File: src/rtl/seg_capture_decoder_if.sv
// Snooped seven-segment display bus plus the recovered-digit outputs.
// The display driver (or its model) is the master; the capture decoder is the slave.
interface seg_capture_decoder_if #(
  parameter int NUM_DIGITS = 4
);
  logic [6:0]              seg_n;
  logic [NUM_DIGITS-1:0]   an_n;
  logic [4*NUM_DIGITS-1:0] hex_out;
  logic [NUM_DIGITS-1:0]   blank;
  logic [NUM_DIGITS-1:0]   digit_err;
  logic                    frame_valid;

  modport master (
    output seg_n, an_n,
    input  hex_out, blank, digit_err, frame_valid
  );

  modport slave (
    input  seg_n, an_n,
    output hex_out, blank, digit_err, frame_valid
  );
endinterface

File: src/rtl/seg_capture_decoder.sv
// Recovers hex digits from a multiplexed active-low seven-segment bus: synchronise,
// require a stable window per digit, inverse-decode, and strobe once per full frame.
module seg_capture_decoder #(
  parameter int NUM_DIGITS    = 4,
  parameter int STABLE_CYCLES = 8
) (
  input logic                  clk,
  input logic                  rst_n,
  seg_capture_decoder_if.slave bus
);
  localparam int CW = $clog2(STABLE_CYCLES + 1);
  localparam int IW = (NUM_DIGITS > 1) ? $clog2(NUM_DIGITS) : 1;

  typedef enum logic [1:0] {IDLE, TRACK, HELD} state_e;

  logic [6:0]              seg_meta_q, seg_sync_q, prev_seg_q;
  logic [NUM_DIGITS-1:0]   an_meta_q, an_sync_q, prev_an_q;
  logic [CW-1:0]           count_q, count_d;
  state_e                  state_q, state_d;
  logic [4*NUM_DIGITS-1:0] hex_q, hex_d;
  logic [NUM_DIGITS-1:0]   blank_q, blank_d;
  logic [NUM_DIGITS-1:0]   err_q, err_d;
  logic [NUM_DIGITS-1:0]   seen_q, seen_d;
  logic                    frame_q, frame_d;

  logic                    one_hot, same, capture;
  logic [IW-1:0]           dig_idx;
  logic [NUM_DIGITS-1:0]   seen_next;
  logic [4:0]              dec;

  // Returns {hit, nibble}; hit=0 for all-off and unmapped patterns.
  function automatic logic [4:0] inv_decode(input logic [6:0] seg);
    unique case (seg)
      7'h40:   return {1'b1, 4'h0};
      7'h79:   return {1'b1, 4'h1};
      7'h24:   return {1'b1, 4'h2};
      7'h30:   return {1'b1, 4'h3};
      7'h19:   return {1'b1, 4'h4};
      7'h12:   return {1'b1, 4'h5};
      7'h02:   return {1'b1, 4'h6};
      7'h78:   return {1'b1, 4'h7};
      7'h00:   return {1'b1, 4'h8};
      7'h10:   return {1'b1, 4'h9};
      7'h08:   return {1'b1, 4'hA};
      7'h03:   return {1'b1, 4'hB};
      7'h27:   return {1'b1, 4'hC};
      7'h21:   return {1'b1, 4'hD};
      7'h06:   return {1'b1, 4'hE};
      7'h0E:   return {1'b1, 4'hF};
      default: return 5'h00;
    endcase
  endfunction

  always_comb begin
    // NOTE: every combinational output gets a default before any branch, so no latch is inferred.
    state_d   = state_q;
    hex_d     = hex_q;
    blank_d   = blank_q;
    err_d     = err_q;
    seen_d    = seen_q;
    frame_d   = 1'b0;
    capture   = 1'b0;
    dig_idx   = '0;
    seen_next = seen_q;

    one_hot = $onehot(~an_sync_q);
    same    = (seg_sync_q == prev_seg_q) && (an_sync_q == prev_an_q);
    dec     = inv_decode(seg_sync_q);

    for (int i = 0; i < NUM_DIGITS; i++) begin
      if (!an_sync_q[i]) dig_idx = IW'(i);
    end

    if (one_hot && same)
      count_d = (count_q == CW'(STABLE_CYCLES)) ? count_q : count_q + 1'b1;
    else
      count_d = '0;

    if (!one_hot) begin
      state_d = IDLE;
    end else begin
      unique case (state_q)
        IDLE:  state_d = TRACK;
        TRACK: if (same && count_q == CW'(STABLE_CYCLES - 1)) begin
                 capture = 1'b1;
                 state_d = HELD;
               end
        HELD:  if (!same) state_d = TRACK;
        default: state_d = IDLE;
      endcase
    end

    if (capture) begin
      if (seg_sync_q == 7'h7F) begin
        blank_d[dig_idx] = 1'b1;
        err_d[dig_idx]   = 1'b0;
      end else if (dec[4]) begin
        hex_d[4*dig_idx +: 4] = dec[3:0];
        blank_d[dig_idx]      = 1'b0;
        err_d[dig_idx]        = 1'b0;
      end else begin
        blank_d[dig_idx] = 1'b0;
        err_d[dig_idx]   = 1'b1;
      end
      seen_next[dig_idx] = 1'b1;
      // A completed frame restarts collection from an empty mask.
      if (&seen_next) begin
        frame_d = 1'b1;
        seen_d  = '0;
      end else begin
        seen_d  = seen_next;
      end
    end
  end

  // NOTE: sequential state uses non-blocking assignments so every flop samples pre-edge values.
  always_ff @(posedge clk or negedge rst_n) begin
    if (!rst_n) begin
      seg_meta_q <= '1;
      seg_sync_q <= '1;
      prev_seg_q <= '1;
      an_meta_q  <= '1;
      an_sync_q  <= '1;
      prev_an_q  <= '1;
      count_q    <= '0;
      state_q    <= IDLE;
      hex_q      <= '0;
      blank_q    <= '0;
      err_q      <= '0;
      seen_q     <= '0;
      frame_q    <= 1'b0;
    end else begin
      seg_meta_q <= bus.seg_n;
      seg_sync_q <= seg_meta_q;
      prev_seg_q <= seg_sync_q;
      an_meta_q  <= bus.an_n;
      an_sync_q  <= an_meta_q;
      prev_an_q  <= an_sync_q;
      count_q    <= count_d;
      state_q    <= state_d;
      hex_q      <= hex_d;
      blank_q    <= blank_d;
      err_q      <= err_d;
      seen_q     <= seen_d;
      frame_q    <= frame_d;
    end
  end

  assign bus.hex_out     = hex_q;
  assign bus.blank       = blank_q;
  assign bus.digit_err   = err_q;
  assign bus.frame_valid = frame_q;
endmodule

File: src/flat_wrapper.sv
// flat-port wrapper written by rule: the top's interface ports become plain ports
module seg_capture_decoder_flat 
#(
  parameter int NUM_DIGITS    = 4,
  parameter int STABLE_CYCLES = 8
)
  (clk, rst_n, bus_seg_n, bus_an_n, bus_hex_out, bus_blank, bus_digit_err, bus_frame_valid);
  seg_capture_decoder_if #(.NUM_DIGITS(NUM_DIGITS)) bus_i ();
  input logic clk;
  input logic rst_n;
  input wire logic [$bits(bus_i.seg_n)-1:0] bus_seg_n;
  input wire logic [$bits(bus_i.an_n)-1:0] bus_an_n;
  output wire logic [$bits(bus_i.hex_out)-1:0] bus_hex_out;
  output wire logic [$bits(bus_i.blank)-1:0] bus_blank;
  output wire logic [$bits(bus_i.digit_err)-1:0] bus_digit_err;
  output wire logic [$bits(bus_i.frame_valid)-1:0] bus_frame_valid;
  assign bus_i.seg_n = bus_seg_n;
  assign bus_i.an_n = bus_an_n;
  assign bus_hex_out = bus_i.hex_out;
  assign bus_blank = bus_i.blank;
  assign bus_digit_err = bus_i.digit_err;
  assign bus_frame_valid = bus_i.frame_valid;
  seg_capture_decoder #(.NUM_DIGITS(NUM_DIGITS), .STABLE_CYCLES(STABLE_CYCLES)) u_core (.clk(clk), .rst_n(rst_n), .bus(bus_i));
endmodule
File: config.mk
export PLATFORM = sky130hd
export DESIGN_NAME = seg_capture_decoder_flat
export DESIGN_NICKNAME = d
export VERILOG_FILES = /design/src/rtl/seg_capture_decoder_if.sv /design/src/rtl/seg_capture_decoder.sv /design/src/flat_wrapper.sv
export SDC_FILE = /design/constraint.sdc
export NUM_CORES = 1
export LEC_CHECK = 0
export CAP_MARGIN = 30
export CORE_MARGIN = 2
export CORE_UTILIZATION = 50
export DETAILED_ROUTE_END_ITERATION = 16
export GPL_TIMING_DRIVEN = 0
export PLACE_DENSITY = 0.85
export RECOVER_POWER = 50
export SLEW_MARGIN = 20
export SYNTH_ARGS = -nofsm -noshare
export SYNTH_HDL_FRONTEND = slang
export SYNTH_SLANG_ARGS = --single-unit
File: constraint.sdc
create_clock -name clk -period 3 [get_ports clk]
set_clock_uncertainty 0.05 [all_clocks]
set_input_delay 0.6 -clock clk [delete_from_list [all_inputs] [get_ports clk]]
set_output_delay 0.6 -clock clk [all_outputs]
set_load 0.05 [all_outputs]
## Word-level counts from Yosys, hierarchy flattened

Cells that the tools add are included.

- Shift operators: 2
- $mul: 0
- Order comparisons: 2
- Bitwise gates (word level): 8
- Add/subtract/negate cells: 5
- Equal/unequal tests: 26
- Div/mod/pow operators: 0
- Muxes and demuxes: 22
- Reductions and logical operators: 9

Operators by type and width:

| cell | count |
|---|---|
| 5-bit case mux with 16 select lines | 1 |
| 4-bit negator with 34-bit output | 1 |
| 4-bit by 34-bit variable shift with 16-bit output (first input constant) | 1 |
| 4-bit by 34-bit indexed part select with 16-bit output | 1 |
| 7-bit by 6-bit == test with 1-bit output (second input constant) | 4 |
| 7-bit == test (second input constant) | 4 |
| 4-bit two-way mux | 6 |
| 7-bit by 5-bit == test with 1-bit output (second input constant) | 3 |
| 16-bit bitwise mux | 1 |
| 7-bit by 2-bit == test with 1-bit output (second input constant) | 2 |
| 7-bit by 4-bit == test with 1-bit output (second input constant) | 2 |
| 4-bit bitwise OR | 3 |
| 2-bit two-way mux | 5 |
| 4-bit bitwise AND | 2 |
| 4-bit NOT | 2 |
| 7-bit by 3-bit == test with 1-bit output (second input constant) | 1 |
| 7-bit == test | 1 |
| 7-bit logical NOT | 1 |
| 1-bit two-way mux | 7 |
| 3-bit != test (second input constant) | 2 |
| 2-bit case mux with 3 select lines | 1 |
| 1-bit by 1-bit adder with 2-bit output | 2 |
| 4-bit by 1-bit adder with 4-bit output (second input constant) | 1 |
| 4-bit by 3-bit == test with 1-bit output (second input constant) | 1 |
| other kinds (16) | 19 |

- Word-level logic and storage cells: 87
- Memory bits (writable): 0
- Flip-flop bits (word level): 68
- ROM bits: 0
- Memories kept: 0
- Output and inout port bits: 25
- Bits of input ports: 13
- Bits in latches: 0

## Longest topological paths before layout

- Depth in word-level cells: 11
- Gate-level depth with buffers: 10
- Depth with buffers taken out: 10

## Worst setup path after synthesis

OpenSTA, ideal clock, no wires.

- Kind: register -> register
- From: reg u_core.an_sync_q[3]
- To: reg u_core.hex_q[1], in the netlist u_core.bus.hex_out[1]
- Buffers on the path: 0
- Cell stages (with the launch flop): 11
- Arrival time: 2.870 ns
- Required time: 2.825 ns
- Clock period less this slack: 3.045 ns
- Path slack: -0.045 ns
- Setup time: 0.125 ns
- Path through: dfstp_2 -> inv_1 -> ha_1 -> ha_1 -> inv_1 -> fa_1 -> nand3_1 -> and3b_1 -> nand4bb_1 -> a311oi_4 -> mux2_4

- Longest elaborated chain between the ends: 7
- Elaborated cells on any way between the ends: 16
- Those cells by class: add/sub (3); eq/ne (2); shift (2); mux (5); bitwise (1); reduce/logical (3)

Ends and longest elaborated chain:

| what | line | text |
|---|---|---|
| start, declared | seg_capture_decoder.sv:17 | `logic [NUM_DIGITS-1:0] an_meta_q, an_sync_q, prev_an_q;` |
| start signal, assigned | seg_capture_decoder.sv:137 | `an_sync_q <= an_meta_q;` |
| branches (longest 7 deep; another with 3-bit adder) | n/a |  |
| end signal, assigned | seg_capture_decoder.sv:127 | `hex_q <= '0;` |
| end signal, assigned | seg_capture_decoder.sv:141 | `hex_q <= hex_d;` |
| end, declared | seg_capture_decoder.sv:20 | `logic [4*NUM_DIGITS-1:0] hex_q, hex_d;` |

Parallel ways; which one is timed is not known.
A chain may end at the register's enable or synchronous reset.

## Worst setup path after layout

- From: reg u_core.an_sync_q[2]
- To: reg u_core.hex_q[6], in the netlist u_core.bus.hex_out[6]

- Longest elaborated chain between the ends: 7
- Elaborated cells on any way between the ends: 17
- Those cells by class: add/sub (3); eq/ne (2); shift (2); mux (6); bitwise (1); reduce/logical (3)

Ends and longest elaborated chain:

| what |
|---|
| branches (longest 7 deep; another with 4-bit negator with 34-bit output) |

Parallel ways; which one is timed is not known.

==> flow_metrics.tcl <==
set metrics [dict create \
    violations "capacitance limit, slew limit" \
    ys_warn_count 0 \
    core_area_um2 6350 \
    finalHoldViolations 0 \
    fin_crit_ns 2.985 \
    cts_max_level 3 \
    multi_input_area_um2 1501 \
    diodes 0 \
    fp-row-count 29 \
    cts_tree "built" \
    slew_headroom_pct -6.597 \
    grt_pass1_wl_um 10800 \
    final-setup-viol-count 0 \
    path_class "flop to flop" \
    clk_latency_ns 0.34 \
    grt_max_degree 36 \
    async_flop_share_pct 100.0 \
    min_period_over_period_pct 99.49 \
    met2_length_um 3266 \
    start_util_pct 51.57 \
    numCtsBuffers 9 \
    crit_path_end_kind "flop" \
    yosys-top-cells-area "dfrtp_1 (27%), dfstp_2 (26%), xnor2_1 (3.2%)" \
    worst_slew_pin_slew_ns 1.599 \
    yosysMostFrequentCell "dfrtp_1" \
    synth_area_um2 3274 \
    cp.arrival_ns 3.19 \
    clock_path_buffers 2 \
    maxCapViolCount 1 \
    met1Wirelength_um 2823 \
    grt_use_total_pct 18.88 \
    synth.distinct_cells 59 \
    antenna_found_initial 0 \
    drtAntennaViolNets 0 \
    rsz0062_at_grt "yes" \
    max_stage_delay_ns 0.57 \
    via_count 2248 \
    dp_hpwl_um 4477 \
    synthFlopType "dfrtp_1" \
    synth_fp_nets 284 \
    synth_top_area_cell "dfrtp_1" \
    syn-instance-count 262 \
    die-area_um2 7212 \
    dieWidth_um 84.93 \
    path_cells "inv_4, ha_4, ha_4, inv_2, fa_1, nand3_2, and3b_2, nand4bb_4, a311oi_4, buf_4, mux2i_1" \
    grt-ovfl-total 0 \
    die_y_um 84.93 \
    num_io_pins 38 \
    fillers 464 \
    power_density_nw_per_um2 456.7 \
    drt-total-wl_um 6440 \
    grt_pass1_vias 2273 \
    via_per_inst 5.564 \
    ir_worst_vdd_uv 413.0 \
    required_ns 3.20 \
    hold_path.class "flop to flop" \
    netlist_top_cells_count "dfrtp_1 (35), dfstp_2 (33), inv_1 (19)" \
    crit_fanout 4 \
    fin_ws_ns 0.01539 \
    maxSlewViolCount 35 \
    portBuffers 37 \
    post-place-ws_ns -0.2039 \
    clkTransAtPathRegs_ns 0.07 \
    hold_buffers 0 \
    top_layer_used "met4" \
    power_mw 1.875 \
    slowest_stage "dfstp_2" \
    seq_area_frac_synth_pct 53.23 \
    clock-sinks 68 \
    gp_congestion 0.8749 \
    syn_area_per_cell_um2 12.50 \
    synth_seq_cells 68 \
    status "complete, but fails checks" \
    syn_to_final_growth_pct 25.37 \
    register_area_um2 1743 \
    drive_gt1_share_pct 30.58 \
    layout.nets 345 \
    fin_tns_setup_ns 0 \
    start_kind "flop" \
    synth_edf_count 0 \
    drt_iter0_drc 136 \
    cp_common_cell "ha_4" \
    yosys.area.top_type_share_pct 26.75 \
    dr.pass1.iters 4 \
    met3_length_um 236 \
    root_buffer "clkbuf_8" \
    drc_errors 0 \
    wl_per_cell_um 15.94 \
    p_leak_nw 1.775 \
    timing.fmax_ghz 0.3351 \
]
-- what timing repair did --
item | CTS | global route
endpoints found under the hold margin | 0 | 0
buffers inserted | 9 | 3
endpoints found under the setup margin | 21 | 16
resized for setup | 5 | 5
pin swaps | 4 | 2
-- cell usage in the layout (no fill, tap or decap), types with 10 or more instances in the layout --
cell type / synthesis / final
clkdlybuf4s50_1: 0 / 25
dlygate4sd3_1: 0 / 11
nor2_1: 15 / 15
inv_1: 19 / 14
dfrtp_1: 35 / 35
buf_4: 0 / 11
xnor2_1: 12 / 12
dfstp_2: 33 / 26
a21oi_1: 10 / 10
-- final timing paths --
check                               startpoint               endpoint  slack (ns)  depth (start not counted)
setup / recovery           u_core.an_sync_q[2]  u_core.bus.hex_out[6]        0.02                         11
hold / removal             u_core.an_meta_q[2]    u_core.an_sync_q[2]        0.31                          0
setup reg to reg           u_core.an_sync_q[2]  u_core.bus.hex_out[6]        0.02                         11
hold reg to reg            u_core.an_meta_q[2]    u_core.an_sync_q[2]        0.31                          0
max in group asynchronous                rst_n              async pin        0.68                          2
min in group asynchronous                rst_n   u_core.seg_meta_q[0]        1.20                          1
-- area by class of cell --
| class | count | share of cell area (%) |
|---|---|---|
| multi-input combinational | 167 | 36.57 |
| timing repair buffer | 50 | 11.09 |
| inverter | 19 | 1.798 |
| clock inverter | 2 | 0.3962 |
| tap | 77 | 2.347 |
| buffer | 8 | 0.9144 |
| sequential | 68 | 42.46 |
| clock buffer | 13 | 4.419 |
-- through the flow --
| step | utilization [%] | cell area [um^2] | hold slack (ns) | std cells |
|---|---|---|---|---|
| finish | 64.65 | 4105 | 0.3057 | 404 |
| global route | 64.65 | 4105 | 0.3140 | 404 |
| CTS | 64.41 | 4090 | 0.3071 | 401 |
| detailed placement | 59.94 | 3806 | 0.2968 | 377 |
| global placement | 59.67 | 3789 | 0.2956 | 376 |
| floorplan | - | 3322 | 0.2544 | 262 |
-- layer usage --
metal	global-route usage, %	vias up
met2	30.99	58
met3	4.377	11
met1	24.31	1126
li1	-	1053
met5	0	-
met4	7.648	0
-- cell families (layout without fill, tap and decap cells) --
group	Yosys count	in the layout	share of synthesized area, %
AOI/OAI and AO/OA	43	43	12.69
buffers and inverters	27	92	3.324
and+or+nand+nor	74	74	13.79
xor gates and xnor gates	14	14	3.745
DFF	68	68	53.23
adders and majority gates	9	9	3.668
muxes	27	27	9.553
-- report_power, final --
part | switching [mW] | leakage [nW] | internal [mW]
Clock | 0.329 | 0.0960 | 0.398
Combinational | 0.0990 | 0.847 | 0.0727
Sequential | 0.0176 | 0.831 | 0.958
-- critical path, delay by kind of cell, from the launching register on --
family	cells	cell delay (ns)
fa+ha+maj	3	0.89
flops	1	0.57
simple gates	3	0.55
compound gates	1	0.39
buf+inv	3	0.26
mux	1	0.19
No activity file was read; power rests on OpenSTA's default activity.
